--- src/rtl/exdes_icrc32_rx_check_8b.sv ---
// Receive-side CRC32 checker: strips the 4 trailing CRC bytes of each 8-bit AXIS packet,
// forwards the payload and reports a per-packet pass/fail/runt result.
module exdes_icrc32_rx_check_8b #(
  parameter logic [31:0] POLY      = 32'h04C1_1DB7,
  parameter logic [31:0] INIT_SEED = 32'hFFFF_FFFF,
  parameter logic [31:0] FINAL_XOR = 32'hFFFF_FFFF,
  parameter int          CNT_W     = 16
) (
  input  logic             clk,
  input  logic             rst_n,
  input  logic [7:0]       s_axis_tdata,
  input  logic             s_axis_tvalid,
  input  logic             s_axis_tlast,
  output logic             s_axis_tready,
  output logic [7:0]       m_axis_tdata,
  output logic             m_axis_tvalid,
  output logic             m_axis_tlast,
  input  logic             m_axis_tready,
  output logic             chk_valid,
  output logic             chk_ok,
  output logic             chk_runt,
  output logic [CNT_W-1:0] pkt_len,
  output logic [CNT_W-1:0] err_cnt
);

  typedef enum logic [1:0] {IDLE = 2'd0, FILL = 2'd1, STREAM = 2'd2} state_t;

  function automatic logic [31:0] crc_step(input logic [31:0] c, input logic [7:0] d);
    logic [31:0] r;
    r = c;
    for (int i = 0; i < 8; i++) begin
      r = {r[30:0], 1'b0} ^ ({32{r[31] ^ d[i]}} & POLY);
    end
    return r;
  endfunction

  state_t            state_q, state_d;
  logic [2:0]        cnt_q, cnt_d;
  logic [3:0][7:0]   dly_q, dly_d;
  logic [31:0]       crc_q, crc_d;
  logic [CNT_W-1:0]  pay_q, pay_d;
  logic [7:0]        mdata_q, mdata_d;
  logic              mvalid_q, mvalid_d;
  logic              mlast_q, mlast_d;
  logic              chkv_q, chkv_d;
  logic              chkok_q, chkok_d;
  logic              runt_q, runt_d;
  logic [CNT_W-1:0]  len_q, len_d;
  logic [CNT_W-1:0]  err_q, err_d;
  logic              run_q, run_d;

  logic              accept_s;
  logic [31:0]       step_s;
  logic [31:0]       rx_word_s;
  logic [CNT_W-1:0]  pay_inc_s;
  logic [CNT_W-1:0]  err_inc_s;

  // run_q keeps the input closed while reset is held and for the first cycle after it
  assign s_axis_tready = run_q & (~mvalid_q | m_axis_tready);
  assign accept_s      = s_axis_tvalid & s_axis_tready;
  assign step_s        = crc_step(crc_q, dly_q[0]);
  assign rx_word_s     = {dly_q[1], dly_q[2], dly_q[3], s_axis_tdata};
  assign pay_inc_s     = (pay_q == {CNT_W{1'b1}}) ? pay_q : pay_q + {{(CNT_W-1){1'b0}}, 1'b1};
  assign err_inc_s     = (err_q == {CNT_W{1'b1}}) ? err_q : err_q + {{(CNT_W-1){1'b0}}, 1'b1};

  assign m_axis_tdata  = mdata_q;
  assign m_axis_tvalid = mvalid_q;
  assign m_axis_tlast  = mlast_q;
  assign chk_valid     = chkv_q;
  assign chk_ok        = chkok_q;
  assign chk_runt      = runt_q;
  assign pkt_len       = len_q;
  assign err_cnt       = err_q;

  // Next-state: delay line, CRC accumulation, output stage and per-packet result
  always_comb begin
    state_d  = state_q;
    cnt_d    = cnt_q;
    dly_d    = dly_q;
    crc_d    = crc_q;
    pay_d    = pay_q;
    mdata_d  = mdata_q;
    mlast_d  = mlast_q;
    chkv_d   = 1'b0;
    chkok_d  = chkok_q;
    runt_d   = runt_q;
    len_d    = len_q;
    err_d    = err_q;
    run_d    = 1'b1;
    if (mvalid_q & m_axis_tready) begin
      mvalid_d = 1'b0;
    end else begin
      mvalid_d = mvalid_q;
    end
    if (accept_s) begin
      case (state_q)
        IDLE, FILL: begin
          if (s_axis_tlast) begin
            // Fewer than 5 bytes: nothing forwarded, report a runt
            chkv_d  = 1'b1;
            chkok_d = 1'b0;
            runt_d  = 1'b1;
            len_d   = {CNT_W{1'b0}};
            err_d   = err_inc_s;
            cnt_d   = 3'd0;
            crc_d   = INIT_SEED;
            pay_d   = {CNT_W{1'b0}};
            state_d = IDLE;
          end else begin
            dly_d[cnt_q[1:0]] = s_axis_tdata;
            cnt_d   = cnt_q + 3'd1;
            state_d = (cnt_q == 3'd3) ? STREAM : FILL;
          end
        end
        STREAM: begin
          mdata_d  = dly_q[0];
          mvalid_d = 1'b1;
          mlast_d  = s_axis_tlast;
          dly_d    = {s_axis_tdata, dly_q[3], dly_q[2], dly_q[1]};
          if (s_axis_tlast) begin
            chkv_d  = 1'b1;
            chkok_d = ((step_s ^ FINAL_XOR) == rx_word_s);
            runt_d  = 1'b0;
            len_d   = pay_inc_s;
            err_d   = ((step_s ^ FINAL_XOR) == rx_word_s) ? err_q : err_inc_s;
            cnt_d   = 3'd0;
            crc_d   = INIT_SEED;
            pay_d   = {CNT_W{1'b0}};
            state_d = IDLE;
          end else begin
            crc_d   = step_s;
            pay_d   = pay_inc_s;
          end
        end
        default: begin
          cnt_d   = 3'd0;
          crc_d   = INIT_SEED;
          pay_d   = {CNT_W{1'b0}};
          state_d = IDLE;
        end
      endcase
    end else begin
      state_d = state_q;
    end
  end

  // State and output registers
  always_ff @(posedge clk or negedge rst_n) begin
    if (!rst_n) begin
      state_q  <= IDLE;
      cnt_q    <= 3'd0;
      dly_q    <= 32'h0000_0000;
      crc_q    <= INIT_SEED;
      pay_q    <= {CNT_W{1'b0}};
      mdata_q  <= 8'h00;
      mvalid_q <= 1'b0;
      mlast_q  <= 1'b0;
      chkv_q   <= 1'b0;
      chkok_q  <= 1'b0;
      runt_q   <= 1'b0;
      len_q    <= {CNT_W{1'b0}};
      err_q    <= {CNT_W{1'b0}};
      run_q    <= 1'b0;
    end else begin
      state_q  <= state_d;
      cnt_q    <= cnt_d;
      dly_q    <= dly_d;
      crc_q    <= crc_d;
      pay_q    <= pay_d;
      mdata_q  <= mdata_d;
      mvalid_q <= mvalid_d;
      mlast_q  <= mlast_d;
      chkv_q   <= chkv_d;
      chkok_q  <= chkok_d;
      runt_q   <= runt_d;
      len_q    <= len_d;
      err_q    <= err_d;
      run_q    <= run_d;
    end
  end

endmodule

--- config.mk ---
export PLATFORM = sky130hd
export DESIGN_NAME = exdes_icrc32_rx_check_8b
export DESIGN_NICKNAME = d
export VERILOG_FILES = /design/src/rtl/exdes_icrc32_rx_check_8b.sv
export SDC_FILE = /design/constraint.sdc
export NUM_CORES = 1
export LEC_CHECK = 0
export CAP_MARGIN = 10
export CORE_MARGIN = 10
export CORE_UTILIZATION = 59
export DETAILED_ROUTE_END_ITERATION = 6
export PLACE_DENSITY = 0.82
export REMOVE_ABC_BUFFERS = 1
export SLEW_MARGIN = 20
export SYNTH_ARGS = -nofsm -noshare
export SYNTH_HDL_FRONTEND = slang
export SYNTH_SLANG_ARGS = --single-unit
--- constraint.sdc ---
create_clock -name clk -period 3.9 [get_ports clk]
set_clock_uncertainty 0.1 [all_clocks]
set_input_delay 0.78 -clock clk [delete_from_list [all_inputs] [get_ports clk]]
set_output_delay 0.78 -clock clk [all_outputs]
set_load 0.1 [all_outputs]
==> impl_metrics.env, run 1 <==
export IMPL_outcome="completed"
export IMPL_grt_max_degree=71
export IMPL_wl_per_cell_um=18.8
export IMPL_synth_main_ff_cell="dfrtp_1"
export IMPL_grt_pass1_wl_mm=28.8
export IMPL_row_count=40
export IMPL_clkTransAtPathRegs_ns=0.06
export IMPL_hold_buffers=0
export IMPL_synth_top_area_share_pct=34.2
export IMPL_reg2reg_setup_slack_ns=0.42
export IMPL_routed_wl_mm=17.9
export IMPL_portBuffers=58
export IMPL_synthTopCellsByArea="dfrtp_1 (34%), dfstp_2 (12%), xnor2_1 (8.1%)"
export IMPL_syn_avg_cell_area_um2=10.0
export IMPL_synth_top_area_cell="dfrtp_1"
export IMPL_p_total_uw=7310
export IMPL_vias_per_cell=5.95
export IMPL_netlist_area_um2=7250
export IMPL_die_x_um=131
export IMPL_h_tree_depth=4
export IMPL_hold_path_class="in2async"
export IMPL_area_growth_synth_to_final_pct=18.4
export IMPL_tns_ns=0
export IMPL_finalHoldViolations=0
export IMPL_rsz0062_at_grt="no"
export IMPL_worst_pin_slew_ns=0.991
export IMPL_crit_required_ns=4.10
export IMPL_drive_gt1_share_pct=14.0
export IMPL_ys_seq_elements=131
export IMPL_num_antenna_cells=0
export IMPL_antenna_found_initial=0
export IMPL_relSlewSlack_pct=33.7
export IMPL_crit_arrival_ns=3.68
export IMPL_slew_viol_final=0
export IMPL_synthCells=725
export IMPL_insertion_delay_ns=0.42
export IMPL_cap_viol_max_count=0
export IMPL_fin_cells=949
export IMPL_vias=5643
export IMPL_leakagePower_uw=0.00381
export IMPL_cts_root_buf="clkbuf_16"
export IMPL_drtAntennaViolNets=0
export IMPL_reg2reg_depth=9
export IMPL_startpoint="crc_q[30]"
export IMPL_period_minus_slack_ns=3.48
export IMPL_start_kind="flip-flop"
export IMPL_crit_type="reg2reg"
export IMPL_p_per_area_nw_per_um2=852
export IMPL_cts_buffer_depth=2
export IMPL_die_height_um=131
export IMPL_gp_congestion=0.929
export IMPL_synth_common_cells="nand2_1 (102), dfrtp_1 (99), a21oi_1 (67), xnor2_1 (67), o21ai_0 (61)"
export IMPL_cts_num_sinks=131
export IMPL_start_util_pct=60.4
export IMPL_drt_initial_drc_count=520
export IMPL_final_area_um2=8580
export IMPL_setup_viol=0
export IMPL_numCtsBuffers=17
export IMPL_die_area_um2=17100
export IMPL_placed_cells=915
export IMPL_coreArea_um2=12000
export IMPL_grt_usage_pct=21.7
export IMPL_worstSetupEndpointType="flip-flop"
export IMPL_regToRegStartpoint="crc_q[30]"
export IMPL_max_freq_mhz=287
export IMPL_async_reset_ff_share_pct=100
export IMPL_synth_edf_count=0
export IMPL_peakVddDrop_mv=0.501
export IMPL_yosysMostFrequentCell="nand2_1"
export IMPL_netlist_cell_type_count=48
export IMPL_crit_fanout=16
export IMPL_postCtsSetupRepairBufs=0
export IMPL_final_period_utilization_pct=89.3
export IMPL_layout_nets=809
export IMPL_yosysWarningCount=0
export IMPL_ys_seq_area_share_pct=45.8
export IMPL_dr_pass1_iters=5
export IMPL_grt_pass1_vias=5487
export IMPL_fill_cells=887
export IMPL_remaining_drc_errors=0
export IMPL_timing_rr_end="err_cnt[1]"
export IMPL_dpl_cell_area_um2=8020
export IMPL_overflow=0
export IMPL_ios=59
export IMPL_ctsResizeCount=0
export IMPL_dpl_hpwl_mm=12.6
export IMPL_cts_tree="done"
[layout by cell type (no fill, tap or decap), types with 4 or more instances in the layout]
cell type        netlist  final
buf_4                  1     15
clkbuf_16              0     17
nand3_1               15     15
xor2_1                43     43
clkdlybuf4s50_1        0     56
xnor2_2                7      7
inv_1                  7      7
nor2_1                43     41
nand2_1              102    102
o31ai_1                5      5
xnor3_1               11     11
nand2b_1               4      4
clkinv_2               0      5
dfstp_2               32     32
xnor2_1               67     67
ha_1                   7      7
a22o_1                 6      6
o2111ai_1              4      4
or2_2                  6      6
clkbuf_8               0      4
dfrtp_1               99     99
mux2i_1                7      7
nor3_1                17     17
o21ai_0               61     61
nor4_1                 5      5
a21oi_1               67     66
and3_1                39     39
mux2_2                 9      9
[worst max-delay path by stage]
stage                       endpoint  slack, ns  depth (start not counted)
after global placement    err_cnt[1]       0.52                          9
after detailed placement  err_cnt[1]       0.45                          9
final                     err_cnt[1]       0.42                          9
after global routing      err_cnt[1]       0.33                          9
after floorplan             pay_q[1]      -0.16                          6
after CTS                 err_cnt[1]       0.43                          9
[cell type report]
| cell class | count | area, µm² | share of cell area, % |
|---|---|---|---|
| tap | 147 | 184 | 2.14 |
| timing repair buffer | 74 | 708 | 8.25 |
| clock inverter | 9 | 56.3 | 0.656 |
| multi-input combinational | 558 | 3800 | 44.3 |
| sequential | 131 | 3320 | 38.7 |
| clock buffer | 23 | 488 | 5.69 |
| inverter | 7 | 26.3 | 0.306 |
[report_power, final]
part	switching (µW)	total, µW	internal, µW
logic	2110	3950	1840
clock network	585	1460	873
registers	286	1890	1610
total	2980	7310	4320
[layer usage]
metal | up-vias | part of all wire (%) | track usage (%)
li1 | 2618 | - | -
met1 | 2743 | 42 | 27.2
met2 | 242 | 48 | 34.6
met3 | 40 | 7.6 | 5.80
met4 | 0 | 2.7 | 9.74
met5 | - | 0 | 0
[metrics by stage]
step / hold WS [ns] / worst slack (ns) / utilization (%)
after floorplan: 0.373 / -0.160 / -
after global placement: 0.353 / 0.519 / 66.8
after detailed placement: 0.359 / 0.452 / 66.8
after CTS: 0.368 / 0.431 / 71.3
after global routing: 0.394 / 0.334 / 71.4
final: 0.339 / 0.418 / 71.4
[state kept, by name, indices dropped and copies added, names as in the netlist]
name           count
m_axis_tdata       8
dly_q             32
crc_q             32
run_q              1
chk_runt           1
pay_q             16
err_cnt           16
cnt_q              3
state_q            2
chk_ok             1
m_axis_tvalid      1
m_axis_tlast       1
pkt_len           16
chk_valid          1
[critical path: stages (launching register included)]
cell       delay, ns
dfstp_2         0.57
xor2_2          0.39
xnor3_1         0.54
xnor2_1         0.32
mux2i_1         0.23
o2111ai_1       0.20
nor4_4          0.33
buf_4           0.26
nor2_1          0.09
mux2_1          0.34
[cell families after synthesis]
logic type,after synthesis,share of synthesized area [%]
AND/OR/NAND/NOR,243,15.8
AO/OA/AOI/OAI,154,11.7
XOR/XNOR,136,21.0
flip-flops,131,45.8
buffers and inverters,36,1.93
multiplexers,17,2.52
adder cells (fa/ha/maj),7,1.21
other,1,0.0517
Power figures use the tool's default switching activity.
==> run 2, diff against run 1 <==
Settings changed: CORE_UTILIZATION 59 to 60, PLACE_DENSITY 0.82 to 0.83.
Clock period 3.9 ns to 4.3 ns, I/O delays scaled along.
==> impl_metrics.env, run 2 (synthesis results as in run 1) <==
export IMPL_die_height_um=130
export IMPL_crit_chain="xnor2_2 -> xnor2_2 -> xor3_1 -> xnor2_1 -> o2111ai_1 -> nor4_4 -> buf_4 -> nor4_1 -> xor2_1"
export IMPL_mostFrequentLayoutCells="nand2_1 (102), dfrtp_1 (99), xnor2_1 (67)"
export IMPL_start_util_pct=60.9
export IMPL_portBuffers=58
export IMPL_worst_pin_slew_ns=0.997
export IMPL_layout_nets=802
export IMPL_num_antenna_cells=0
export IMPL_grt_max_degree=71
export IMPL_wl_per_cell_um=18.8
export IMPL_outcome="completed"
export IMPL_regToRegStartpoint="dly_q[4]"
export IMPL_relSlewSlack_pct=33.3
export IMPL_fill_cells=863
export IMPL_routed_wl_mm=17.7
export IMPL_antenna_found_initial=0
export IMPL_hold_path_class="reg2reg"
export IMPL_finalHoldViolations=0
export IMPL_hold_buffers=0
export IMPL_worstSetupEndpointType="flip-flop"
export IMPL_remaining_drc_errors=0
export IMPL_regArea_um2=3320
export IMPL_cap_viol_max_count=0
export IMPL_grt_usage_pct=22.0
export IMPL_slew_viol_final=0
export IMPL_multi_input_area_um2=3810
export IMPL_startpoint="dly_q[4]"
export IMPL_period_minus_slack_ns=3.69
export IMPL_grt_pass1_wl_mm=29.1
export IMPL_path_buf_inv=1
export IMPL_area_growth_synth_to_final_pct=18.5
export IMPL_reg_top3="crc_q: 32 flops, dly_q: 32 flops"
export IMPL_crit_required_ns=4.49
export IMPL_max_freq_mhz=271
export IMPL_die_x_um=130
export IMPL_worstHoldStart="m_axis_tdata[5]"
export IMPL_overflow=0
export IMPL_crit_arrival_ns=3.88
export IMPL_crit_type="reg2reg"
export IMPL_start_kind="flip-flop"
export IMPL_vias=5613
export IMPL_hold_slack_ns=0.382
export IMPL_die_area_um2=16900
export IMPL_insertion_delay_ns=0.43
export IMPL_cts_num_sinks=131
export IMPL_ctsResizeCount=0
export IMPL_vias_per_cell=5.96
export IMPL_row_count=40
export IMPL_cts_root_buf="clkbuf_16"
export IMPL_cts_buffer_depth=2
export IMPL_crit_fanout=10
export IMPL_drtAntennaViolNets=0
export IMPL_cts_tree="done"
export IMPL_h_tree_depth=4
export IMPL_setup_viol=0
export IMPL_final_period_utilization_pct=85.9
export IMPL_worst_path_most_repeated_cell="xnor2_2"
export IMPL_gp_congestion=0.934
export IMPL_postCtsSetupRepairBufs=0
export IMPL_crit_path_max_incr_delay_ns=0.66
export IMPL_numCtsBuffers=17
export IMPL_grt_pass1_vias=5615
export IMPL_clkTransAtPathRegs_ns=0.06
export IMPL_tns_ns=0
export IMPL_final_common_cell="nand2_1"
export IMPL_drt_initial_drc_count=500
export IMPL_peakVddDrop_mv=0.514
export IMPL_dpl_hpwl_mm=12.2
export IMPL_rsz0062_at_grt="no"
export IMPL_dr_pass1_iters=5
export IMPL_crit_slowest_cell="nor4_4"
export IMPL_p_per_area_nw_per_um2=783
export IMPL_drive_gt1_share_pct=13.6
export IMPL_leakagePower_uw=0.00381
export IMPL_ios=59
export IMPL_worst_path_dominant_cell_family="XOR/XNOR gates"
export IMPL_coreArea_um2=11900
==> run 2: cell types whose count changed in the layout (fill, tap and decap cells not counted), sizes merged <==
cell      previous run  this run
clkinvlp             3         1
bufinv               0         2
buf                 16        11
clkbuf              25        23
==> run 2: layout make-up <==
class / count / area share (%)
Clock buffer: 23 / 5.80
Clock inverter: 9 / 1.18
Inverter: 7 / 0.306
Multi-Input combinational cell: 558 / 44.3
Sequential cell: 131 / 38.6
Tap cell: 147 / 2.14
Timing Repair Buffer: 67 / 7.63
==> run 2: tightest hold or removal path: stages, from the launching register on <==
cell and delay, ns:
dfrtp_1 0.35, nand2_1 0.05, nand2_1 0.05
==> run 2: worst paths after layout <==
| check | cells past startpoint | to | slack, ns |
|---|---|---|---|
| min reg2reg | 2 | m_axis_tdata[5] | 0.38 |
| min | 2 | m_axis_tdata[5] | 0.38 |
| max in group asynchronous | 2 | crc_q[7] | 2.80 |
| max reg2reg | 9 | err_cnt[8] | 0.61 |
| min in group asynchronous | 1 | pkt_len[2] | 0.41 |
| max | 9 | err_cnt[8] | 0.61 |
==> run 2: layer usage <==
metal	vias up	GRT usage, %	share of wire, %
met5	-	0	0
met4	0	8.07	1.9
met2	224	36.2	48
met3	34	5.35	7.0
li1	2618	-	-
met1	2737	27.6	43
==> run 2: where the power goes <==
group / internal, µW / total [µW] / leakage [µW] / switching [µW]
Combinational: 1600 / 3560 / 0.00183 / 1960
Sequential: 1460 / 1710 / 0.00168 / 251
Clock: 925 / 1460 / 0.000299 / 531
Total: 3980 / 6730 / 0.00381 / 2740
==> run 2: through the flow <==
| stage | setup slack, ns | util, % | instances | total power [µW] | cell area (µm²) |
|---|---|---|---|---|---|
| 5_1_grt | 0.444 | 72.1 | 942 | 7030 | 8590 |
| 2_1_floorplan | 0.230 | - | 696 | 4460 | 7140 |
| 6_report | 0.605 | 72.1 | 942 | 6730 | 8590 |
| 3_5_place_dp | 0.617 | 67.0 | 910 | 5190 | 7980 |
| 3_3_place_gp | 0.753 | 67.0 | 910 | 5110 | 7980 |
| 4_1_cts | 0.610 | 72.0 | 942 | 6700 | 8580 |
